===== src/rtl/parity_check_4bit.sv =====
// Purpose: registered even/odd parity checker with sticky flag and saturating error counter.
// Latency: 1 cycle from an in_valid word to out_valid/error; sticky/count update on the same edge.
// Backpressure: none; accepts one word per cycle back-to-back, never stalls.
module parity_check_4bit #(
  parameter int DATA_W = 4,
  parameter int CNT_W  = 8
) (
  input  logic              clk,
  input  logic              rst_n,
  input  logic              in_valid,
  input  logic [DATA_W-1:0] data,
  input  logic              parity,
  input  logic              parity_mode,
  input  logic              clr,
  output logic              out_valid,
  output logic              error,
  output logic              err_sticky,
  output logic [CNT_W-1:0]  err_count
);

  // All-ones counter value; the counter parks here instead of wrapping.
  localparam logic [CNT_W-1:0] CNT_MAX = {CNT_W{1'b1}};

  logic mismatch;
  logic hit;
  logic cnt_at_max;

  // Odd total ones over data+parity is wrong in even mode and right in odd
  // mode, so xor-ing the mode in turns "odd count" into "mismatch".
  always_comb begin
    mismatch   = (^data) ^ parity ^ parity_mode;
    hit        = in_valid & mismatch;
    cnt_at_max = (err_count == CNT_MAX);
  end

  // Result pipeline: reports every accepted word, independent of clr.
  always_ff @(posedge clk or negedge rst_n) begin
    if (!rst_n) begin
      out_valid <= 1'b0;
      error     <= 1'b0;
    end else begin
      out_valid <= in_valid;
      error     <= hit;
    end
  end

  // Sticky flag: clr takes priority over a mismatch arriving the same cycle.
  always_ff @(posedge clk or negedge rst_n) begin
    if (!rst_n) begin
      err_sticky <= 1'b0;
    end else if (clr) begin
      err_sticky <= 1'b0;
    end else if (hit) begin
      err_sticky <= 1'b1;
    end
  end

  // Saturating mismatch counter: clr wins, otherwise count up until all-ones.
  always_ff @(posedge clk or negedge rst_n) begin
    if (!rst_n) begin
      err_count <= '0;
    end else if (clr) begin
      err_count <= '0;
    end else if (hit && !cnt_at_max) begin
      err_count <= err_count + CNT_W'(1);
    end
  end

endmodule


===== config.mk =====
export PLATFORM = sky130hd
export DESIGN_NAME = parity_check_4bit
export DESIGN_NICKNAME = d
export VERILOG_FILES = /design/src/rtl/parity_check_4bit.sv
export SDC_FILE = /design/constraint.sdc
export NUM_CORES = 1
export LEC_CHECK = 0
export ABC_AREA = 0
export CAP_MARGIN = 20
export CELL_PAD_IN_SITES_DETAIL_PLACEMENT = 0
export CELL_PAD_IN_SITES_GLOBAL_PLACEMENT = 1
export CORE_ASPECT_RATIO = 0.7
export CORE_MARGIN = 3
export CORE_UTILIZATION = 29
export CTS_BUF_LIST = sky130_fd_sc_hd__clkbuf_16
export CTS_CLUSTER_SIZE = 10
export DETAILED_ROUTE_END_ITERATION = 8
export PLACE_DENSITY_LB_ADDON = 0.12
export SLEW_MARGIN = 15
export SYNTH_ARGS = -nofsm -noshare
export SYNTH_HDL_FRONTEND = slang
export SYNTH_SLANG_ARGS = --single-unit

===== constraint.sdc =====
create_clock -name clk -period 2.1 [get_ports clk]
set_input_delay 0.42 -clock clk [delete_from_list [all_inputs] [get_ports clk]]
set_output_delay 0.42 -clock clk [all_outputs]
set_load 0.02 [all_outputs]

==> results by group <==
Critical path
  • CP Capture Type: flop
  • Worst path required time: 2260 ps
  • Worst r2r path cells: 5
  • Crit Path Max Fanout: 7
  • Reg2reg setup slack: 310 ps
  • Worst r2r src: err_count[0]
  • Reg-to-reg critical path endpoint: err_count[7]
  • Critical path data arrival time: 2190 ps
  • Crit Path Class: input pin to flop
  • Startpoint types: input pin

Timing
  • Hold WS: 489 ps
  • Final count of hold timing violations: 0
  • Slew Limit Fails: 0
  • Final Cycle Share: 96.4%
  • Count of final setup violators: 0
  • Clock skew: 3.57 ps
  • Final Critical Period: 2020 ps
  • RSZ-0062 raised after global routing: no
  • Relative slew slack: 62.6%
  • Fmax: 494 MHz
  • Pin slew with the least headroom to its limit: 557 ps
  • Final setup margin: 75.1 ps

Global route
  • Met2 usage: 17.3%
  • Pin count of the biggest net entering global routing: 14
  • GR Util met1: 18.3%
  • Vias in the first global route: 507
  • Most used routing layer: met1
  • Met3 Use GR: 6.57%
  • GRT Util Overall: 13.0%
  • First-pass GRT wire length: 2480 um
  • GRT overflow: 0
  • Antenna violations before repair: 0

Layout
  • Commonest non-fill, non-tap cell in the layout: clkdlybuf4s50_1
  • Fillers: 177
  • Number of antenna diodes: 0
  • Fraction of layout cells with a size suffix above 1: 23.3%
  • # nets final: 98
  • Most frequent cells in the layout: clkdlybuf4s50_1 (16), dfrtp_1 (11), inv_1 (6), nor2_1 (5)
  • Area growth from synthesis to layout: 67.8%

Yosys
  • Post-synth EDFFs: 0
  • Distinct cells, synth: 26
  • Syn avg cell area: 10.0 um2
  • Sequential area share after synthesis: 44.3%
  • Ys Warns: 0
  • FF+latch count, synth: 11
  • Post-Syn Area: 622 um2
  • Post-synth ARST share: 100%
  • Mapped Cells: 62
  • Most used DFF post-synth: dfrtp_1
  • Syn Nets: 73

Flow run
  • Maxcap violations: 0

Floorplan
  • Core Area: 1940 um2
  • Row count: 13
  • Die Ht: 44.7 um
  • DIE WIDTH: 61.3 um
  • Ports: 21
  • Starting Density: 32.1%
  • Die area: 2740 um2

Power
  • Sequential power share: 30.9%
  • Peak supply drop: 340 uV
  • Switching share of power: 25.3%
  • Pwr/cell area: 727 nW/um2
  • Clock share of power: 45.0%
  • Combinational share of power: 24.1%
  • P_sw: 0.192 mW
  • Leakage: 0.466 nW
  • Internal power: 0.567 mW

Clock network
  • Root Driver: clkbuf_16
  • CTS tree: built
  • Worst skew pair latency: 240 ps
  • Worst-path clk slew: 40 ps
  • CTS max path bufs: 2
  • CTS Buf Count: 3
  • Sink Count: 11
  • Htree depth: 1

Worst hold path
  • Hold Crit Depth: 1
  • Hold EP: err_sticky
  • Worst hold start: err_sticky
  • Worst min-delay path class: flop to flop

Placement
  • Gpl congestion: 0.705
  • HPWL after detailed placement: 1100 um
  • Placement Setup Slack: -315 ps
  • IO buf count: 20

Routing
  • DRC viols: 0
  • Final WL: 1670 um
  • Via density: 5.29
  • DR WL/cell: 15.5 um
  • DRT Pass-1 Iters: 4
  • First DRT Iteration DRCs: 17
  • Routed Antenna Nets: 0
  • Routed vias: 571

Run status
  • Outcome: completed
[layout make-up]
type,count,area [um2],share of cell area (%)
Multi-Input combinational cell,44,414,39.7
Timing Repair Buffer,22,229,21.9
Clock inverter,1,3.75,0.360
Inverter,5,18.8,1.80
Tap cell,22,27.5,2.64
Sequential cell,11,275,26.4
Clock buffer,3,75.1,7.19
[metal layers]
| layer | vias up | share of wire (%) |
|---|---|---|
| met4 | 0 | 0.72 |
| li1 | 278 | - |
| met3 | 2 | 6.9 |
| met1 | 276 | 50 |
| met5 | - | 0 |
| met2 | 15 | 42 |
[state kept, by name, summed over array words and instances (netlist names)]
| name | count |
|---|---|
| out_valid | 1 |
| err_sticky | 1 |
| err_count | 8 |
| error | 1 |
[logic make-up (layout without fill, tap and decap cells)]
logic type               after synthesis  after routing  share of synthesized area, %
flip-flops                            11             11                          44.3
multiplexers                           2              2                          3.62
adder cells (fa/ha/maj)                1              1                          2.01
AO/OA/AOI/OAI                         14             14                          14.7
AND/OR/NAND/NOR                       22             22                          20.1
XOR/XNOR                               4              5                          9.26
buffers and inverters                  8             31                          6.04
[what timing repair did]
item                       CTS  global route
setup endpoints to repair    2             8
gates cloned                 0             1
pin swaps                    0             9
hold buffers                 0             0
gates resized for setup      2            19
buffers inserted             0             1
[worst max path at each step]
stage | from | endpoint | cells past startpoint
final | data[3] | err_count[3] | 5
after global routing | data[3] | err_count[3] | 5
after CTS | data[2] | err_count[5] | 5
after detailed placement | data[2] | err_count[5] | 5
after global placement | data[3] | err_count[7] | 5
after floorplan | data[3] | err_count[7] | 5
[cell usage after synthesis, types with 2 or more instances]
cell	number	area [um2]
a21oi_1	5	25.0
dfrtp_1	11	275
inv_1	5	18.8
mux2_1	2	22.5
nand3_1	3	15.0
nand4_1	2	12.5
nor2_1	5	18.8
nor4_1	2	12.5
o21ai_0	2	10.0
o31ai_1	4	30.0
or4_1	6	45.0
[power by group through the flow]
stage / Sequential [mW] / Clock [mW] / Combinational (mW)
2_1_floorplan: 0.250 / 0 / 0.0677
3_3_place_gp: 0.235 / 0 / 0.136
3_5_place_dp: 0.237 / 0 / 0.136
4_1_cts: 0.234 / 0.348 / 0.139
5_1_grt: 0.235 / 0.358 / 0.197
6_report: 0.234 / 0.341 / 0.183
[per-stage QoR]
step / instance area [um2] / std cells / TNS, ps / utilization, % / power, mW
floorplan: 622 / 62 / 0 / - / 0.318
global placement: 838 / 102 / -1730 / 43.3 / 0.371
detailed placement: 838 / 102 / -1840 / 43.3 / 0.373
CTS: 930 / 106 / -45.8 / 48.0 / 0.722
global route: 1040 / 108 / 0 / 53.9 / 0.790
finish: 1040 / 108 / 0 / 53.9 / 0.758
[critical path, cell delays in order]
cell	delay [ps]
clkdlybuf4s50_1	450
xnor2_2	240
xnor3_2	390
or4_4	560
a21oi_2	130
No activity file was read; power rests on OpenSTA's default activity.
